## src/rtl/iter_accum_pkg.sv

```systemverilog
// Shared constants for the iterative accumulation controller: FSM state codes,
// ALU opcodes (common with the ALU) and mode encodings.
package iter_accum_pkg;

    localparam logic [2:0] ST_IDLE = 3'd0;
    localparam logic [2:0] ST_INIT = 3'd1;
    localparam logic [2:0] ST_LOAD = 3'd2;
    localparam logic [2:0] ST_OP   = 3'd3;
    localparam logic [2:0] ST_DEC  = 3'd4;
    localparam logic [2:0] ST_DONE = 3'd5;

    localparam logic [3:0] OP_ZERO  = 4'd0;
    localparam logic [3:0] OP_ONE   = 4'd1;
    localparam logic [3:0] OP_ADD   = 4'd2;
    localparam logic [3:0] OP_MUL   = 4'd3;
    localparam logic [3:0] OP_SUB1  = 4'd4;
    localparam logic [3:0] OP_PASSA = 4'd5;

    localparam logic MODE_FACT = 1'b0;
    localparam logic MODE_SUM  = 1'b1;

    // Accumulator seed opcode: 1 for a product, 0 for a sum.
    function automatic logic [3:0] seed_op(input logic mode);
        return (mode == MODE_SUM) ? OP_ZERO : OP_ONE;
    endfunction

    function automatic logic [3:0] accum_op(input logic mode);
        return (mode == MODE_SUM) ? OP_ADD : OP_MUL;
    endfunction

endpackage

```

## src/rtl/iter_accum_ctrl.sv

```systemverilog
// FSM controller sequencing the register file + ALU through N! or 1+..+N,
// with an iteration limit, abort and Busy/Done/Err status.
module iter_accum_ctrl
    import iter_accum_pkg::*;
#(
    parameter int DW       = 16,
    parameter int AW       = 4,
    parameter int SW       = 4,
    parameter int ZERO_REG = 0,
    parameter int N_REG    = 1,
    parameter int ACC_REG  = 3,
    parameter int MAX_ITER = 255
) (
    input  logic          CLK,
    input  logic          RST_N,
    input  logic          Start,
    input  logic          Mode,
    input  logic          Abort,
    input  logic [DW-1:0] Datapath,
    output logic          IE,
    output logic          WE,
    output logic [AW-1:0] WA,
    output logic          REA,
    output logic          REB,
    output logic [AW-1:0] RAA,
    output logic [AW-1:0] RAB,
    output logic [SW-1:0] S_ALU,
    output logic          Cin,
    output logic          OE,
    output logic          Busy,
    output logic          Done,
    output logic          Err
);

    localparam int              CW         = $clog2(MAX_ITER + 1);
    localparam logic [CW-1:0]   ITER_LIMIT = CW'(MAX_ITER);
    localparam logic [DW-1:0]   DP_ZERO    = {DW{1'b0}};
    localparam logic [DW-1:0]   DP_ONE     = DW'(1);
    localparam logic [AW-1:0]   A_ZERO     = AW'(ZERO_REG);
    localparam logic [AW-1:0]   A_N        = AW'(N_REG);
    localparam logic [AW-1:0]   A_ACC      = AW'(ACC_REG);

    logic [2:0]    state_r;
    logic [2:0]    next_state_s;
    logic          mode_r;
    logic          mode_nxt_s;
    logic          err_r;
    logic          err_nxt_s;
    logic [CW-1:0] iter_cnt_r;
    logic [CW-1:0] iter_cnt_nxt_s;
    logic          launch_s;
    logic          stop_s;
    logic          limit_s;

    logic          ie_s, we_s, rea_s, reb_s, cin_s, oe_s, busy_s, done_s, err_s;
    logic [AW-1:0] wa_s, raa_s, rab_s;
    logic [SW-1:0] s_alu_s;

    // Loop-exit conditions evaluated on the decremented N (unsigned compare).
    always_comb begin
        launch_s = Start && !Abort;
        stop_s   = (mode_r == MODE_SUM) ? (Datapath == DP_ZERO) : (Datapath <= DP_ONE);
        limit_s  = (iter_cnt_r == ITER_LIMIT);
    end

    // Next-state logic, with mode and error flags that travel alongside the state.
    always_comb begin
        next_state_s = ST_IDLE;
        mode_nxt_s   = mode_r;
        err_nxt_s    = err_r;
        case (state_r)
            ST_IDLE: begin
                if (launch_s) begin
                    next_state_s = ST_INIT;
                    mode_nxt_s   = Mode;
                    err_nxt_s    = 1'b0;
                end else begin
                    next_state_s = ST_IDLE;
                end
            end
            ST_INIT: next_state_s = Abort ? ST_IDLE : ST_LOAD;
            ST_LOAD: begin
                if (Abort) begin
                    next_state_s = ST_IDLE;
                end else if (Datapath == DP_ZERO) begin
                    next_state_s = ST_DONE;
                end else begin
                    next_state_s = ST_OP;
                end
            end
            ST_OP:   next_state_s = Abort ? ST_IDLE : ST_DEC;
            ST_DEC: begin
                if (Abort) begin
                    next_state_s = ST_IDLE;
                end else if (stop_s) begin
                    next_state_s = ST_DONE;
                end else if (limit_s) begin
                    next_state_s = ST_DONE;
                    err_nxt_s    = 1'b1;
                end else begin
                    next_state_s = ST_OP;
                end
            end
            ST_DONE: next_state_s = ST_IDLE;
            default: next_state_s = ST_IDLE;
        endcase
    end

    // Iteration counter: cleared on launch, bumped once per accumulate step.
    always_comb begin
        iter_cnt_nxt_s = iter_cnt_r;
        if ((state_r == ST_IDLE) && launch_s) begin
            iter_cnt_nxt_s = {CW{1'b0}};
        end else if ((state_r == ST_OP) && !Abort) begin
            iter_cnt_nxt_s = iter_cnt_r + CW'(1);
        end else begin
            iter_cnt_nxt_s = iter_cnt_r;
        end
    end

    // Output decode from the upcoming state so the registered outputs line up with it.
    always_comb begin
        ie_s    = 1'b0;
        we_s    = 1'b0;
        wa_s    = {AW{1'b0}};
        rea_s   = 1'b0;
        reb_s   = 1'b0;
        raa_s   = {AW{1'b0}};
        rab_s   = {AW{1'b0}};
        s_alu_s = {SW{1'b0}};
        cin_s   = 1'b0;
        oe_s    = 1'b0;
        busy_s  = 1'b0;
        done_s  = 1'b0;
        err_s   = 1'b0;
        case (next_state_s)
            ST_IDLE: busy_s = 1'b0;
            ST_INIT: begin
                busy_s  = 1'b1;
                we_s    = 1'b1;
                wa_s    = A_ACC;
                rea_s   = 1'b1;
                raa_s   = A_ZERO;
                s_alu_s = SW'(seed_op(mode_nxt_s));
            end
            ST_LOAD: begin
                busy_s = 1'b1;
                ie_s   = 1'b1;
                we_s   = 1'b1;
                wa_s   = A_N;
            end
            ST_OP: begin
                busy_s  = 1'b1;
                we_s    = 1'b1;
                wa_s    = A_ACC;
                rea_s   = 1'b1;
                reb_s   = 1'b1;
                raa_s   = A_N;
                rab_s   = A_ACC;
                s_alu_s = SW'(accum_op(mode_nxt_s));
            end
            ST_DEC: begin
                busy_s  = 1'b1;
                we_s    = 1'b1;
                wa_s    = A_N;
                rea_s   = 1'b1;
                raa_s   = A_N;
                s_alu_s = SW'(OP_SUB1);
                cin_s   = 1'b1;
            end
            ST_DONE: begin
                busy_s  = 1'b1;
                rea_s   = 1'b1;
                raa_s   = A_ACC;
                s_alu_s = SW'(OP_PASSA);
                oe_s    = 1'b1;
                done_s  = 1'b1;
                err_s   = err_nxt_s;
            end
            default: busy_s = 1'b0;
        endcase
    end

    // Control state registers.
    always_ff @(posedge CLK or negedge RST_N) begin
        if (!RST_N) begin
            state_r    <= ST_IDLE;
            mode_r     <= MODE_FACT;
            err_r      <= 1'b0;
            iter_cnt_r <= {CW{1'b0}};
        end else begin
            state_r    <= next_state_s;
            mode_r     <= mode_nxt_s;
            err_r      <= err_nxt_s;
            iter_cnt_r <= iter_cnt_nxt_s;
        end
    end

    // Output registers; reset clears them without waiting for a clock edge.
    always_ff @(posedge CLK or negedge RST_N) begin
        if (!RST_N) begin
            IE    <= 1'b0;
            WE    <= 1'b0;
            WA    <= {AW{1'b0}};
            REA   <= 1'b0;
            REB   <= 1'b0;
            RAA   <= {AW{1'b0}};
            RAB   <= {AW{1'b0}};
            S_ALU <= {SW{1'b0}};
            Cin   <= 1'b0;
            OE    <= 1'b0;
            Busy  <= 1'b0;
            Done  <= 1'b0;
            Err   <= 1'b0;
        end else begin
            IE    <= ie_s;
            WE    <= we_s;
            WA    <= wa_s;
            REA   <= rea_s;
            REB   <= reb_s;
            RAA   <= raa_s;
            RAB   <= rab_s;
            S_ALU <= s_alu_s;
            Cin   <= cin_s;
            OE    <= oe_s;
            Busy  <= busy_s;
            Done  <= done_s;
            Err   <= err_s;
        end
    end

endmodule
```

## config.mk

```make
export PLATFORM = sky130hd
export DESIGN_NAME = iter_accum_ctrl
export DESIGN_NICKNAME = d
export VERILOG_FILES = /design/src/rtl/iter_accum_pkg.sv /design/src/rtl/iter_accum_ctrl.sv
export SDC_FILE = /design/constraint.sdc
export NUM_CORES = 1
export LEC_CHECK = 0
export ABC_AREA = 1
export ABC_CLOCK_PERIOD_IN_PS = 1600
export CORE_UTILIZATION = 45
export CTS_BUF_LIST = sky130_fd_sc_hd__clkbuf_16
export CTS_CLUSTER_SIZE = 10
export DETAILED_ROUTE_END_ITERATION = 10
export PLACE_DENSITY_LB_ADDON = 0.3
export SLEW_MARGIN = 20
export SYNTH_ARGS = -nofsm -noshare
export SYNTH_HDL_FRONTEND = slang
export SYNTH_SLANG_ARGS = --single-unit
export TNS_END_PERCENT = 20
```

## constraint.sdc

```tcl
create_clock -name CLK -period 1.6 [get_ports CLK]
set_clock_uncertainty 0.15 [all_clocks]
set_input_delay 0.32 -clock CLK [delete_from_list [all_inputs] [get_ports CLK]]
set_output_delay 0.32 -clock CLK [all_outputs]
set_load 0.02 [all_outputs]
```

==> impl_metrics.prom, run 1 <==
# TYPE chip_impl_metric gauge
chip_impl_metric{name="hold_violations",unit=""} 0
chip_impl_metric{name="avgViaCountPerCell",unit=""} 4.959
chip_impl_metric{name="antenna_cells_inserted",unit=""} 0
chip_impl_metric{name="post_dp_cell_area",unit="um^2"} 1824
chip_impl_metric{name="gr-total-overflow",unit=""} 0
chip_impl_info{name="tritoncts",value="done"} 1
chip_impl_metric{name="timing.critical_path.arrival",unit="ps"} 1520
chip_impl_metric{name="final.min_clock_period",unit="ps"} 1513
chip_impl_info{name="worst_setup_path_end_kind",value="flip-flop"} 1
chip_impl_metric{name="pre_cts_setup_slack",unit="ps"} -248.2
chip_impl_metric{name="synth_enable_flop_cells",unit=""} 0
chip_impl_info{name="outcome",value="complete, but fails checks"} 1
chip_impl_metric{name="critical_path_buf_inv_count",unit=""} 4
chip_impl_info{name="clock_tree.root_cell",value="clkbuf_16"} 1
chip_impl_metric{name="hpwlAfterDp",unit="um"} 2252
chip_impl_metric{name="horizontal_die_dimension",unit="um"} 57.05
chip_impl_metric{name="num_io_pins",unit=""} 46
chip_impl_info{name="timing.hold.worst.class",value="in -> async"} 1
chip_impl_metric{name="post_synth.cell_area_avg",unit="um^2"} 8.687
chip_impl_metric{name="vdd_drop_max",unit="mV"} 0.7808
chip_impl_info{name="failed_checks",value="DRC"} 1
chip_impl_metric{name="post_drt_wl_per_cell",unit="um"} 13.09
chip_impl_info{name="critical_path.cell_chain",value="clkdlybuf4s50_1, inv_4, buf_4, nand2_1, nand2_2, inv_2, nand2_2, nor2_2, nand2_1"} 1
chip_impl_metric{name="power.density",unit="nW/um^2"} 1036
chip_impl_metric{name="nets_finish",unit=""} 233
chip_impl_metric{name="ys_async_sr_fraction",unit="%"} 100.0
chip_impl_metric{name="minimum_setup_slack_in_the_final_design",unit="ps"} 87.47
chip_impl_metric{name="total_count_of_max_transition_violations_in_the_final_report",unit=""} 0
chip_impl_metric{name="max_clock_freq",unit="MHz"} 661.1
chip_impl_metric{name="quantity_of_hold_fixing_buffers_added_after_cts",unit=""} 0
chip_impl_metric{name="die_h",unit="um"} 57.05
chip_impl_metric{name="coreArea",unit="um^2"} 2805
chip_impl_info{name="crit_path_top_delay_cell",value="clkdlybuf4s50_1"} 1
chip_impl_metric{name="syn2layout_area_growth",unit="%"} 45.87
chip_impl_metric{name="drt_iter0_markers",unit=""} 19
chip_impl_info{name="timing.critical_path.from_type",value="input port"} 1
chip_impl_metric{name="clock_sink_count",unit=""} 27
chip_impl_metric{name="leak_pwr",unit="nW"} 1.224
chip_impl_metric{name="clock_latency_on_the_worst_skew_pair",unit="ps"} 260
chip_impl_metric{name="yosysUniqueCellTypes",unit=""} 26
chip_impl_metric{name="synth-compound-area-share",unit="%"} 3.670
chip_impl_metric{name="grt_util_all_layers",unit="%"} 19.67
chip_impl_metric{name="route.antenna.remaining_nets",unit=""} 0
chip_impl_metric{name="finalInstanceArea",unit="um^2"} 1989
chip_impl_metric{name="drv_cap",unit=""} 0
chip_impl_info{name="synth_top_family_by_area",value="simple AND/OR/NAND/NOR gates"} 1
chip_impl_metric{name="drive_above_1_share",unit="%"} 25.71
chip_impl_metric{name="synth.cell_area",unit="um^2"} 1364
chip_impl_metric{name="yosysWarningCount",unit=""} 0
chip_impl_info{name="synthFlopType",value="dfrtp_1"} 1
chip_impl_metric{name="place.port_buffers",unit=""} 38
chip_impl_metric{name="max-clock-path-buffers",unit=""} 2
chip_impl_metric{name="num_vias",unit=""} 1195
chip_impl_metric{name="detailedRoute.firstPassIterationCount",unit=""} 7
chip_impl_metric{name="via_count_of_the_first_global_routing_pass",unit=""} 1162
chip_impl_metric{name="clkTransAtPathRegs",unit="ps"} 70
chip_impl_metric{name="drc",unit=""} 2
chip_impl_metric{name="grt_antenna_before_repair",unit=""} 0
chip_impl_info{name="critical-path-top-delay-family",value="buffers and inverters"} 1
chip_impl_metric{name="worst_path_largest_cell_delay",unit="ps"} 520
chip_impl_metric{name="netlist_instances",unit=""} 157
chip_impl_metric{name="grt_first_pass_wirelength",unit="um"} 4892
chip_impl_metric{name="synth_xor_xnor_area_share",unit="%"} 1.284
chip_impl_metric{name="layout_worst_path_cycle_share",unit="%"} 94.53
chip_impl_metric{name="post_synthesis_register_bit_count",unit=""} 27
chip_impl_metric{name="seq_area_frac_synth",unit="%"} 49.54
chip_impl_metric{name="fill_cells",unit=""} 204
chip_impl_metric{name="critical_path_peak_fanout",unit=""} 5
chip_impl_metric{name="routability_cong",unit=""} 0.8152
chip_impl_metric{name="finish.utilization",unit="%"} 70.92
chip_impl_metric{name="row_count",unit=""} 19
chip_impl_info{name="path_class",value="in -> reg"} 1
chip_impl_metric{name="yosys-mux-area-fraction",unit="%"} 0
chip_impl_metric{name="timing.critical_path.required",unit="ps"} 1600
chip_impl_metric{name="numCtsBuffers",unit=""} 3
chip_impl_metric{name="post_synth_fa_ha_maj_area_fraction",unit="%"} 0.9174
chip_impl_metric{name="clock_tree.htree_level_count",unit=""} 1
chip_impl_metric{name="start_util",unit="%"} 48.62
chip_impl_metric{name="post_synth_and_or_nand_nor_area_fraction",unit="%"} 31.56
chip_impl_metric{name="grt_start_max_net_pins",unit=""} 28
chip_impl_metric{name="setup_viol",unit=""} 0
chip_impl_metric{name="fp.dieArea",unit="um^2"} 3255
chip_impl_metric{name="postRouteWirelength",unit="um"} 3154
## worst register-to-register path, delay by kind of cell (launching register included)
kind          cells  cell delay (ps)
simple gates      4              510
flops             1              460
buf+inv           2              320
## state kept, by name, summed over array words and instances (netlist names), 2 cells and up
register / flops
iter_cnt_r: 8
S_ALU: 3
state_r: 3
RAA: 2
WA: 2
## path summary, 6_finish.rpt
kind                            startpoint            end  slack [ps]  depth (start not counted)
worst max register to register  state_r[0]          WA[0]          90                          6
worst min-delay path                 RST_N           Done         270                          2
worst min register to register       err_r          err_r         360                          2
worst max-delay path                 Abort           Busy          90                          9
max in group asynchronous            RST_N  iter_cnt_r[4]         750                          2
min in group CLK                     err_r          err_r         360                          2
## layer usage
| layer | GRT usage (%) | vias up | part of all wire (%) |
|---|---|---|---|
| met1 | 21.68 | 573 | 41 |
| met5 | 0 | - | 0 |
| li1 | - | 587 | - |
| met4 | 6.272 | 0 | 2.0 |
| met3 | 4.082 | 6 | 4.8 |
| met2 | 37.48 | 29 | 53 |
## kinds of logic after synthesis
family / Yosys count
simple gates: 86
buf+inv: 32
flops: 27
compound gates: 8
xor+xnor: 2
fa+ha+maj: 1
other cells: 1
## power breakdown
group          switching (mW)  internal, mW
combinational           0.379         0.271
clock                   0.226         0.335
sequential             0.0575         0.793
total                   0.663          1.40
## area by class of cell
cell class	instances	area [um^2]	area share [%]
well taps	31	38.79	1.950
clock inverters	1	3.754	0.1887
inverters	20	80.08	4.025
repair buffers	55	525.5	26.42
clock buffers	3	75.07	3.774
multi-input cells	104	588.1	29.56
flip-flops and latches	27	678.2	34.09
## synthesized netlist by cell type, types with 2 or more instances
library cell   n  share of area, %
nand2_2        3               1.4
nor2_1        18               5.0
nand3_1       12               4.4
nand2_1       34               9.4
nand4_1        5               2.3
inv_4          2              0.92
buf_4         11               6.1
dfrtp_1       27                50
nor3_1         3               1.1
xor2_1         2               1.3
o21ai_0        2              0.73
nand4_2        2               1.8
a21oi_2        2               1.3
inv_1         17               4.7
a21oi_1        3               1.1
nor2_2         4               1.8
## through the flow
step	setup TNS [ps]	total power, mW	std cells	hold slack [ps]
after CTS	0	2.016	239	291.9
after global routing	-23.56	2.167	241	310.8
after floorplan	0	1.210	163	-125.6
after detailed placement	-3362	1.522	235	340.9
final	0	2.061	241	266.5
after global placement	-2673	1.507	235	329.2
## cells in the final DEF, fill, tap and decap left out, types with 6 or more instances in the layout
master / synthesis / layout
dlymetal6s2s_1: 0 / 16
inv_1: 17 / 15
nand2_2: 3 / 6
nand2_1: 34 / 31
buf_4: 11 / 17
conb_1: 1 / 7
dfrtp_1: 27 / 25
nand3_1: 12 / 9
nor2_1: 18 / 14
dlygate4sd2_1: 0 / 18
## what timing repair did
action / 4_1_cts / 5_1_grt
setup endpoints to repair: 18 / 10
setup buffers: 0 / 2
resized for setup: 18 / 35
pin swaps: 0 / 21
Note: power is estimated with default switching activity, not from simulation.
==> run 2: changes to the inputs <==
CTS_BUF_LIST = unset   (was sky130_fd_sc_hd__clkbuf_16)
==> run 2 against run 1 <==
  * The flow still finishes with violations (DRC)
  * Die area did not move
  * Global-route usage is 0.73 points lower
  * Critical path depth decreased by 8
  * Register-to-register slack worse by 30 ps
==> impl_metrics.prom, run 2 (synthesized netlist as in run 1, its figures left out) <==
# TYPE chip_impl_metric gauge
chip_impl_info{name="outcome",value="complete, but fails checks"} 1
chip_impl_info{name="failed_checks",value="DRC"} 1
chip_impl_info{name="worstSetupEndpoint",value="RAB[1]"} 1
chip_impl_info{name="critical_path.cell_chain",value="dlygate4sd2_1"} 1
chip_impl_metric{name="power.density",unit="nW/um^2"} 956.7
chip_impl_metric{name="horizontal_die_dimension",unit="um"} 57.05
chip_impl_metric{name="row_count",unit=""} 19
chip_impl_metric{name="numCtsBuffers",unit=""} 3
chip_impl_metric{name="grt_first_pass_wirelength",unit="um"} 4788
chip_impl_metric{name="drc",unit=""} 2
chip_impl_metric{name="drv_cap",unit=""} 0
chip_impl_metric{name="syn2layout_area_growth",unit="%"} 37.71
chip_impl_metric{name="multi_input_comb_area",unit="um^2"} 571.8
chip_impl_metric{name="num_io_pins",unit=""} 46
chip_impl_metric{name="final.min_clock_period",unit="ps"} 1561
chip_impl_info{name="startpoint",value="S_ALU[1]"} 1
chip_impl_metric{name="clock_tree.htree_level_count",unit=""} 1
chip_impl_metric{name="gr-total-overflow",unit=""} 0
chip_impl_info{name="layout.cells.most_common",value="nand2_1"} 1
chip_impl_info{name="path_class",value="reg -> out"} 1
chip_impl_metric{name="num_vias",unit=""} 1180
chip_impl_metric{name="nets_finish",unit=""} 233
chip_impl_metric{name="grt_util_all_layers",unit="%"} 18.94
chip_impl_metric{name="pre_cts_setup_slack",unit="ps"} -248.2
chip_impl_metric{name="clock_latency_on_the_worst_skew_pair",unit="ps"} 330
chip_impl_metric{name="minimum_setup_slack_in_the_final_design",unit="ps"} 39.34
chip_impl_info{name="timing.rr.end",value="RAA[0]"} 1
chip_impl_metric{name="critical_path_buf_inv_count",unit=""} 1
chip_impl_metric{name="setup_slack_of_the_worst_register_to_register_path",unit="ps"} 60
chip_impl_metric{name="start_util",unit="%"} 48.62
chip_impl_metric{name="leak_pwr",unit="nW"} 1.039
chip_impl_metric{name="die_h",unit="um"} 57.05
chip_impl_metric{name="total_count_of_max_transition_violations_in_the_final_report",unit=""} 0
chip_impl_metric{name="worst_path_largest_cell_delay",unit="ps"} 430
chip_impl_info{name="unrepaired_setup_endpoints_after_global_routing",value="true"} 1
chip_impl_metric{name="finish.utilization",unit="%"} 66.95
chip_impl_metric{name="clkTransAtPathRegs",unit="ps"} 150
chip_impl_metric{name="hpwlAfterDp",unit="um"} 2252
chip_impl_info{name="clock_tree.root_cell",value="clkbuf_4"} 1
chip_impl_metric{name="max_clock_freq",unit="MHz"} 640.8
chip_impl_info{name="timing.hold.worst.class",value="in -> async"} 1
chip_impl_metric{name="hold_violations",unit=""} 0
chip_impl_metric{name="finalInstanceArea",unit="um^2"} 1878
chip_impl_metric{name="max-clock-path-buffers",unit=""} 2
chip_impl_metric{name="detailedRoute.firstPassIterationCount",unit=""} 7
chip_impl_info{name="critical-path-top-delay-family",value="flip-flops"} 1
chip_impl_metric{name="drt_iter0_markers",unit=""} 25
chip_impl_metric{name="clock_sink_count",unit=""} 27
chip_impl_metric{name="route.antenna.remaining_nets",unit=""} 0
chip_impl_metric{name="grt_start_max_net_pins",unit=""} 28
chip_impl_metric{name="timing.critical_path.required",unit="ps"} 1130
chip_impl_metric{name="fill_cells",unit=""} 214
chip_impl_info{name="tritoncts",value="done"} 1
chip_impl_info{name="timing.critical_path.from_type",value="flip-flop"} 1
chip_impl_metric{name="largest_register_ffs",unit=""} 8
chip_impl_metric{name="worst-path-stages",unit=""} 1
chip_impl_metric{name="timing.critical_path.arrival",unit="ps"} 1090
chip_impl_metric{name="layout_worst_path_cycle_share",unit="%"} 97.54
chip_impl_metric{name="timing.reg2reg.worst_path_depth",unit=""} 8
chip_impl_metric{name="avgViaCountPerCell",unit=""} 4.896
chip_impl_info{name="registers.top_by_ff_count",value="iter_cnt_r"} 1
chip_impl_metric{name="setup_total_negative_slack",unit="ps"} 0
chip_impl_info{name="layout.cells.most_common_list",value="32 x nand2_1, 24 x dfrtp_1, 20 x clkdlybuf4s50_1"} 1
chip_impl_info{name="worst_setup_path_end_kind",value="output port"} 1
chip_impl_metric{name="via_count_of_the_first_global_routing_pass",unit=""} 1155
chip_impl_metric{name="place.port_buffers",unit=""} 38
chip_impl_metric{name="grt_antenna_before_repair",unit=""} 0
chip_impl_metric{name="critical_path_peak_fanout",unit=""} 4
chip_impl_metric{name="timing.hold.ws",unit="ps"} 175.3
chip_impl_metric{name="coreArea",unit="um^2"} 2805
chip_impl_metric{name="antenna_cells_inserted",unit=""} 0
chip_impl_metric{name="vdd_drop_max",unit="mV"} 0.5429
chip_impl_info{name="r2r-start",value="state_r[1]"} 1
chip_impl_metric{name="post_drt_wl_per_cell",unit="um"} 11.90
chip_impl_metric{name="fp.dieArea",unit="um^2"} 3255
chip_impl_metric{name="drive_above_1_share",unit="%"} 23.81
chip_impl_info{name="crit_path_top_delay_cell",value="dfrtp_1"} 1
chip_impl_metric{name="setup_viol",unit=""} 0
chip_impl_metric{name="post_dp_cell_area",unit="um^2"} 1824
chip_impl_metric{name="regArea",unit="um^2"} 679.4
chip_impl_info{name="layout_top_registers",value="iter_cnt_r: 8 flops, S_ALU: 3 flops, state_r: 3 flops"} 1
chip_impl_metric{name="routability_cong",unit=""} 0.8152
chip_impl_metric{name="postRouteWirelength",unit="um"} 2868
## run 2: cell count changes in the layout (fill, tap and decap cells not counted), moves of 2 or more
cell             delta
nand3_2             -2
nand3_1             +2
clkbuf_4            +3
nor2_2              -2
dlymetal6s2s_1     -16
clkbuf_16           -3
nor2_1              +3
clkdlybuf4s50_1    +16
## run 2: timing repair
item                                    in CTS  in global routing
hold buffers                                 0                  0
resized for setup                           18                 16
endpoints found under the setup margin      18                 10
pin swaps                                    0                  3
buffers inserted                             0                  2
## run 2: worst min path at each step
stage,start,slack [ps],end
2_1_floorplan,RST_N,-130,Busy
3_3_place_gp,err_r,330,err_r
3_5_place_dp,err_r,340,err_r
4_1_cts,RST_N,190,Done
5_1_grt,RST_N,200,Done
6_report,RST_N,180,Done
## run 2: metrics by stage
stage                     std cells  total power [mW]
after global routing            241             1.907
after detailed placement        235             1.522
after global placement          235             1.507
final                           241             1.797
after CTS                       239             1.760
after floorplan                 163             1.210
## run 2: power breakdown
| group | internal (mW) | total, mW | switching (mW) |
|---|---|---|---|
| Combinational | 0.275 | 0.658 | 0.383 |
| Sequential | 0.793 | 0.845 | 0.0523 |
| Clock | 0.0978 | 0.293 | 0.196 |
## run 2: cell type report
type / count / area share, %
multi-input cells: 104 / 30.45
inverters: 20 / 4.264
well taps: 31 / 2.065
repair buffers: 55 / 25.65
flip-flops and latches: 27 / 36.18
clock buffers: 4 / 1.399
## run 2: layer usage
metal / share of wire, % / track usage, % / routed length [um]
met1: 41 / 20.65 / 1169
met3: 4.1 / 4.082 / 117
met5: 0 / 0 / 0
met2: 54 / 37.14 / 1555
met4: 0.87 / 4.181 / 25
==> run 3: changes to the inputs <==
CTS_CLUSTER_SIZE = unset   (was 10)
==> results of run 3 <==
No change in the layout: final DEF, timing and power equal those of run 2.
